$ cat src/rtl/if_id_fifo.sv
`default_nettype none
// ============================================================================
// if_id_fifo : first-word fall-through buffer between the IF and ID stages.
// Rev 1.0
// ============================================================================
module if_id_fifo #(
   parameter int              XLEN     = 32,
   parameter int              ILEN     = 32,
   parameter int              DEPTH    = 2,
   parameter logic [ILEN-1:0] NOP_INST = 32'h00000013
) (
   input  logic                         clk,
   input  logic                         rst,
   input  logic                         flush,
   input  logic                         if_valid,
   input  logic [XLEN-1:0]              if_pc,
   input  logic [ILEN-1:0]              if_is,
   output logic                         if_ready,
   output logic                         id_valid,
   output logic [XLEN-1:0]              id_pc,
   output logic [ILEN-1:0]              id_is,
   input  logic                         id_ready,
   output logic [$clog2(DEPTH+1)-1:0]   count
);

   localparam int            c_PW   = $clog2(DEPTH);
   localparam int            c_CW   = $clog2(DEPTH+1);
   localparam logic [c_CW-1:0] c_FULL = c_CW'(DEPTH);

   logic [XLEN-1:0] mem_pc_q [DEPTH];
   logic [ILEN-1:0] mem_is_q [DEPTH];

   logic [c_PW-1:0] wr_ptr_q, wr_ptr_d;
   logic [c_PW-1:0] rd_ptr_q, rd_ptr_d;
   logic [c_CW-1:0] count_q,  count_d;

   logic w_push;
   logic w_pop;

   // Handshake readiness comes from registered occupancy only.
   assign if_ready = (count_q != c_FULL);
   assign id_valid = (count_q != '0);
   assign w_push   = if_valid && if_ready && !flush;
   assign w_pop    = id_valid && id_ready && !flush;

   assign id_pc    = id_valid ? mem_pc_q[rd_ptr_q] : '0;
   assign id_is    = id_valid ? mem_is_q[rd_ptr_q] : NOP_INST;
   assign count    = count_q;

   always_comb begin
      wr_ptr_d = wr_ptr_q;
      rd_ptr_d = rd_ptr_q;
      count_d  = count_q;
      if (flush) begin
         wr_ptr_d = '0;
         rd_ptr_d = '0;
         count_d  = '0;
      end else begin
         if (w_push) wr_ptr_d = wr_ptr_q + c_PW'(1);
         if (w_pop)  rd_ptr_d = rd_ptr_q + c_PW'(1);
         case ({w_push, w_pop})
            2'b10:   count_d = count_q + c_CW'(1);
            2'b01:   count_d = count_q - c_CW'(1);
            default: count_d = count_q;
         endcase
      end
   end

   always_ff @(posedge clk or negedge rst) begin
      if (!rst) begin
         wr_ptr_q <= '0;
         rd_ptr_q <= '0;
         count_q  <= '0;
      end else begin
         wr_ptr_q <= wr_ptr_d;
         rd_ptr_q <= rd_ptr_d;
         count_q  <= count_d;
      end
   end

   // Storage is deliberately unreset; id_valid masks stale contents.
   always_ff @(posedge clk) begin
      if (w_push) begin
         mem_pc_q[wr_ptr_q] <= if_pc;
         mem_is_q[wr_ptr_q] <= if_is;
      end
   end

endmodule
`default_nettype wire

$ cat config.mk
export PLATFORM = sky130hd
export DESIGN_NAME = if_id_fifo
export DESIGN_NICKNAME = d
export VERILOG_FILES = /design/src/rtl/if_id_fifo.sv
export SDC_FILE = /design/constraint.sdc
export NUM_CORES = 1
export LEC_CHECK = 0
export BUFFER_PORTS_ARGS = -buffer_cell sky130_fd_sc_hd__buf_2
export CORE_MARGIN = 10
export CORE_UTILIZATION = 40
export DETAILED_ROUTE_END_ITERATION = 6
export GPL_TIMING_DRIVEN = 0
export PLACE_DENSITY = 0.71
export SYNTH_ARGS = -nofsm -noshare
export SYNTH_HDL_FRONTEND = slang
export SYNTH_SLANG_ARGS = --single-unit
$ cat constraint.sdc
create_clock -name clk -period 7.6 [get_ports clk]
set_input_delay 1.14 -clock clk [delete_from_list [all_inputs] [get_ports clk]]
set_output_delay 1.14 -clock clk [all_outputs]
set_load 0.03 [all_outputs]
==> results by group, run 1 <==
Synth
  – Synthesized net count: 365
  – Synth Area in Compound Gates: 0.00771
  – Ys flop type: edfxtp_1
  – Post-synthesis mux area share: 0.127
  – Unique cell type count in the Yosys netlist: 21
  – Syn. warnings: 0
  – Synthesized area per cell: 17.0 um^2
  – Cell count after synthesis: 296
  – Synth Area in XOR/XNOR: 0.00174
  – Largest family of logic cells by synthesized area: multiplexers
  – Share of flip-flops with an asynchronous set or reset: 0.0303
  – #FFs+latches synth: 132
  – Post-synthesis sequential area ratio: 0.784
  – Mapped Area: 0.00503 mm^2
  – Post-synthesis adder-cell area fraction: 0
  – Post-Synth Simple-Gate Area: 0.0612
  – Count of flip-flops with a built-in enable after synthesis: 128

Placement
  – DP Area: 0.00606 mm^2
  – GP Congestion: 0.728
  – Pre-CTS setup slack: 4490 ps
  – Detail Placement HPWL: 7860 um
  – I/O Buffers: 136
  – Inst Count DP: 611

Global route
  – Largest net degree at the start of global routing: 17
  – Gr ovfl total: 0
  – Overall Global Routing Usage: 0.126
  – Vias in the first global route: 3253
  – Initial antenna violation count: 0
  – First-pass GRT wire length: 16900 um

Timing
  – Maximum clock rate: 0.298 GHz
  – Final Hold Viols: 0
  – # setup viols final: 0
  – Setup Skew: 4.63 ps
  – Final setup margin: 4250 ps
  – RSZ-0062 raised after global routing: false
  – Measured slew at the worst slew-check pin: 1040 ps
  – Fin crit share: 0.441
  – Hold WS: 524 ps
  – Final Slew Violations: 0
  – Minimum clock period: 3350 ps
  – Max_slew headroom: 0.301

Clocking
  – Root buf cell: clkbuf_16
  – Clk sinks: 132
  – Number of hold buffers added after CTS: 0
  – Setup Buffers After CTS: 0
  – TritonCTS clock tree: yes
  – Worst skew pair latency: 410 ps
  – Clk slew on worst S/H paths: 60 ps
  – Longest Clk Path Bufs: 2
  – H-tree depth: 4
  – PostCTS Resize Cnt: 0
  – Clock buffer count from CTS: 17

Power
  – Leak pwr: 0.00257 uW
  – P per Cell Area: 277 mW/mm^2
  – Max rail drop VDD: 173 uV

Detailed routing
  – Top Metal Used: met4
  – WL final: 10800 um
  – Vias: 3006
  – Metal3 WL: 711 um
  – Via density: 4.67
  – Detailed Routing Iterations Pass 1: 4
  – Met1 WL: 4360 um
  – Post-route ant nets: 0
  – DR iter-0 viols: 115
  – DRC Markers: 0
  – WL met2: 5510 um
  – WL/cell: 16.7 um

Run
  – Total of max-cap violations: 0

Final layout
  – Design Area, Final: 0.00665 mm^2
  – Area Overhead vs Synth: 32.2%
  – Register area: 0.00394 mm^2
  – Core Util, Final: 0.547
  – Multi-input logic area: 0.00101 mm^2
  – Final Instance Count excl. Fillers: 643
  – NumNets Final: 531
  – Filler instances: 1012
  – Layout cells sized above 1: 0.406
  – Antenna diode count: 0

Critical path
  – Worst path top cell family by delay: simple AND/OR/NAND/NOR gates
  – Worst path slowest cell: nor2_1
  – CP endpoint kind: output port
  – Setup crit start kind: flop
  – Critical path class: flop to output port
  – Crit path max fanout: 10
  – Worst EP required: 6460 ps
  – WP buf/inv: 2
  – Slowest Stage Delay on Critical Path: 680 ps
  – Critical path, cell by cell: nor2_1 > buf_2 > nor2_1 > buf_2
  – CP Data Arrival Time: 2210 ps

Worst hold path
  – Min-delay worst type: input pin to async pin

Die
  – Row count: 40
  – Core region area: 0.0122 mm^2
  – Die width: 132 um
  – Die area: 0.0175 mm^2
  – Die Span Y: 132 um
  – # IOs: 137
  – Initial core utilization: 0.413

Run status
  – Run status: completed
-- report_power, final --
group,switching (uW),internal (uW),total [uW]
Sequential,7.08,828,836
Combinational,138,71.3,210
Clock,289,510,799
Total,434,1410,1840
-- placed cells by master (no fill, tap or decap), types with 2 or more instances in the layout --
master        n
dfrtp_1       4
buf_6         8
buf_8         2
bufinv_16     3
edfxtp_1    128
mux2i_1      64
o21ai_0       3
clkinv_2      3
clkinv_1      3
clkbuf_16    17
buf_4         6
buf_2       144
nor2_1       64
nand2_1       5
a21oi_1       2
inv_1         2
clkinvlp_4    4
-- synthesized netlist by cell type, types with 2 or more instances --
library cell,n,area share
o21ai_0,3,0.0030
inv_1,2,0.0015
a21oi_1,2,0.0020
dfrtp_1,4,0.020
nor2_1,64,0.048
nand2_1,5,0.0037
buf_4,5,0.0075
buf_2,8,0.0080
edfxtp_1,128,0.76
mux2i_1,64,0.13
-- final cells by class --
class | count | area share
sequential | 132 | 0.593
buffer | 13 | 0.0117
multi-input combinational | 148 | 0.151
tap | 168 | 0.0316
clock inverter | 15 | 0.0247
timing repair buffer | 147 | 0.122
inverter | 3 | 0.00169
clock buffer | 17 | 0.0640
-- through the flow --
stage / total power [uW] / setup TNS, ps
after CTS: 1870 / 0
final: 1840 / 0
after floorplan: 987 / 0
after detailed placement: 1060 / 0
after global routing: 1920 / 0
after global placement: 1060 / -175590
-- final timing paths --
| kind | startpoint | endpoint | slack [ps] | cells after the start |
|---|---|---|---|---|
| setup / recovery | count[0] | id_pc[0] | 4250 | 4 |
| hold / removal | rst | count[1] | 520 | 1 |
| setup reg to reg | count[1] | mem_pc_q[1][27] | 5150 | 6 |
| hold reg to reg | wr_ptr_q | wr_ptr_q | 610 | 2 |
| max in group asynchronous | rst | wr_ptr_q | 6960 | 1 |
| min in group clk | wr_ptr_q | wr_ptr_q | 610 | 2 |
-- per-layer routing --
metal / GRT usage / vias to the layer above
met5: 0 / -
met2: 0.212 / 95
met4: 0.0606 / 0
met1: 0.132 / 1455
met3: 0.0549 / 16
li1: - / 1440
-- cell families after synthesis --
family	after synthesis
XOR/XNOR	1
AND/OR/NAND/NOR	76
multiplexers	64
flip-flops	132
buffers and inverters	16
AO/OA/AOI/OAI	7
-- state kept, by name, indices dropped and copies added (netlist names) --
register	cells
mem_is_q	64
wr_ptr_q	1
count	2
mem_pc_q	64
rd_ptr_q	1
-- worst reg2reg max path: stages (launching register included) --
cell	delay, ps
dfrtp_1	430
nor2b_1	180
inv_1	80
nand2_1	100
nor3b_2	870
buf_6	290
buf_6	190
Note: power is estimated with default switching activity, not from simulation.
==> inputs of run 2 (changes only) <==
ABC_AREA = 1   (was unset)
PLACE_DENSITY = 0.73   (was 0.71)
clock period = 3 ns   (was 7.6 ns; I/O delays follow)
==> run 2 against run 1 <==
Sequential share of layout area is 1.1 points higher; first-iteration DRC count increased by 39%; sequential cell count unchanged; register-to-register slack got worse by 3800 ps; global-route usage grew 1.4 points; worst hold slack got worse by 310 ps; sequential power increased to 2.7 times the previous value; wire length is 13% higher; utilization shrank 0.79 points; die area is 0.54% lower; largest cell class unchanged; largest power group is now combinational cells.
==> results by group, run 2 <==
Run status
  – Run status: completed

Synth
  – Cell count after synthesis: 376
  – Count of flip-flops with a built-in enable after synthesis: 128
  – Unique cell type count in the Yosys netlist: 17
  – Most numerous cell in the Yosys netlist: nand2_1
  – Ys flop type: edfxtp_1
  – Share of flip-flops with an asynchronous set or reset: 0.0303
  – Synthesized net count: 445
  – #FFs+latches synth: 132
  – Biggest area consumer among synthesized cells: edfxtp_1
  – Syn. warnings: 0
  – Main area contributors after synthesis: edfxtp_1, nand2_1, a21oi_1
  – Area share of the largest cell type after synthesis: 0.769
  – Most frequent cells after synthesis: nand2_1, edfxtp_1, a21oi_1
  – Mapped Area: 0.00500 mm^2
  – Post-synthesis sequential area ratio: 0.789
  – Synthesized area per cell: 13.3 um^2

Placement
  – I/O Buffers: 136
  – Detail Placement HPWL: 8350 um
  – DP Area: 0.00598 mm^2
  – GP Congestion: 0.765
  – Pre-CTS setup slack: 923 ps

Critical path
  – Worst path slowest cell: nor2_2
  – R2R depth: 5
  – Setup crit start kind: flop
  – CP Data Arrival Time: 2050 ps
  – Slowest Stage Delay on Critical Path: 540 ps
  – R2R Setup Slk: 1330 ps
  – Critical path class: flop to output port
  – CP startpoint: count[0]
  – Crit path max fanout: 10
  – Critical path, cell by cell: nor2_2 > buf_2 > a21oi_1 > buf_2
  – Most used cell, CP: buf_2
  – Worst EP required: 2550 ps
  – Reg2reg start: count[0]
  – Reg-to-reg endpoint: mem_is_q[0][9]
  – CP endpoint kind: output port

Worst hold path
  – HP Start: flush
  – Min-delay worst type: input pin to flop
  – Hold EP: rd_ptr_q
  – Hold Path Cell Cnt: 2

Timing
  – Maximum clock rate: 0.400 GHz
  – Fin crit share: 0.833
  – Final Slew Violations: 0
  – Setup Skew: 4.74 ps
  – Measured slew at the worst slew-check pin: 618 ps
  – Final setup margin: 502 ps
  – Minimum clock period: 2500 ps
  – Setup tns final: 0 ps
  – Final Hold Viols: 0
  – Max_slew headroom: 0.587
  – # setup viols final: 0
  – RSZ-0062 raised after global routing: false

Power
  – Leak pwr: 0.00264 uW
  – Max rail drop VDD: 616 uV
  – P per Cell Area: 989 mW/mm^2

Clocking
  – Longest Clk Path Bufs: 2
  – Clk slew on worst S/H paths: 50 ps
  – Clk sinks: 132
  – Root buf cell: clkbuf_16
  – PostCTS Resize Cnt: 0
  – Clock buffer count from CTS: 17
  – Worst skew pair latency: 410 ps
  – H-tree depth: 4
  – TritonCTS clock tree: yes

Global route
  – Gr ovfl total: 0
  – Initial antenna violation count: 0
  – Largest net degree at the start of global routing: 34
  – First-pass GRT wire length: 19000 um
  – Overall Global Routing Usage: 0.140
  – Vias in the first global route: 3584

Detailed routing
  – Post-route ant nets: 0
  – DRC Markers: 0
  – Vias: 3434
  – DR iter-0 viols: 160
  – Detailed Routing Iterations Pass 1: 4
  – Via density: 4.80
  – WL/cell: 17.0 um
  – WL final: 12200 um

Final layout
  – Commonest non-fill, non-tap cell in the layout: buf_2
  – Layout cells sized above 1: 0.344
  – Antenna diode count: 0
  – NumNets Final: 605
  – Area Overhead vs Synth: 30.6%
  – Most frequent cells in the layout: buf_2, nand2_1, edfxtp_1, a21oi_1, clkbuf_16
  – Design Area, Final: 0.00652 mm^2

Die
  – Die area: 0.0174 mm^2
  – Initial core utilization: 0.413
  – Die Span Y: 132 um
  – Die width: 132 um
  – # IOs: 137
  – Core region area: 0.0121 mm^2
  – Row count: 40

Run
  – Total of max-cap violations: 0
-- run 2: cell types whose count changed in the layout (fill, tap and decap cells not counted), sizes merged, moves of 2 or more --
cell      delta
nand2      +131
mux2i       -64
a21oi       +59
nor2        -57
clkbuf       +7
nand3        +7
clkinvlp     -4
inv          +2
-- run 2: cell type report --
class | instances | area (um^2)
Multi-Input combinational cell | 217 | 942
Buffer | 20 | 98.8
Fill cell | 1077 | 5590
Tap cell | 168 | 210
Clock buffer | 23 | 448
Clock inverter | 7 | 83.8
Inverter | 7 | 26.3
Timing Repair Buffer | 141 | 771
Sequential cell | 132 | 3940
-- run 2: worst max path at each step --
stage,endpoint,slack [ps],depth (start not counted)
after global routing,id_pc[26],380,4
after global placement,mem_pc_q[0][23],220,4
after detailed placement,id_pc[25],920,4
final,id_pc[25],500,4
after floorplan,mem_is_q[0][0],460,4
after CTS,id_pc[25],450,4
-- run 2: kinds of logic (layout without fill, tap and decap cells) --
group / Yosys count / after routing / share of synthesized area
AO/OA/AOI/OAI: 64 / 64 / 0.0641
XOR/XNOR: 2 / 2 / 0.00351
buffers and inverters: 27 / 198 / 0.0250
flip-flops: 132 / 132 / 0.789
AND/OR/NAND/NOR: 151 / 151 / 0.118
-- run 2: per-layer routing --
metal,share of wire,GRT usage,vias to the layer above
met3,0.067,0.0583,15
met5,0,0,-
met2,0.50,0.234,110
met1,0.41,0.153,1668
li1,-,-,1641
met4,0.015,0.0581,0
-- run 2: where the power goes --
part	leakage, uW	switching, uW	internal (uW)
Sequential	0.00122	59.2	2210
Clock	0.000262	684	1200
Combinational	0.00115	1710	587
-- run 2: worst max-delay path: cells and delay by family, from the launching register on --
kind            cells  cell delay (ps)
simple gates        1              540
buf+inv             2              540
flops               1              460
compound gates      1               90
-- run 2: timing repair --
item	4_1_cts	5_1_grt
setup buffers	0	0
hold endpoints to repair	4	0
hold buffers	1	0
-- run 2: metrics by stage --
step	cells	power, uW	utilization	hold slack [ps]
after global routing	715	6770	0.539	208
after global placement	680	4570	0.487	260
after CTS	715	6530	0.539	203
after floorplan	376	3860	-	154
after detailed placement	684	4630	0.494	268
final	715	6450	0.539	219
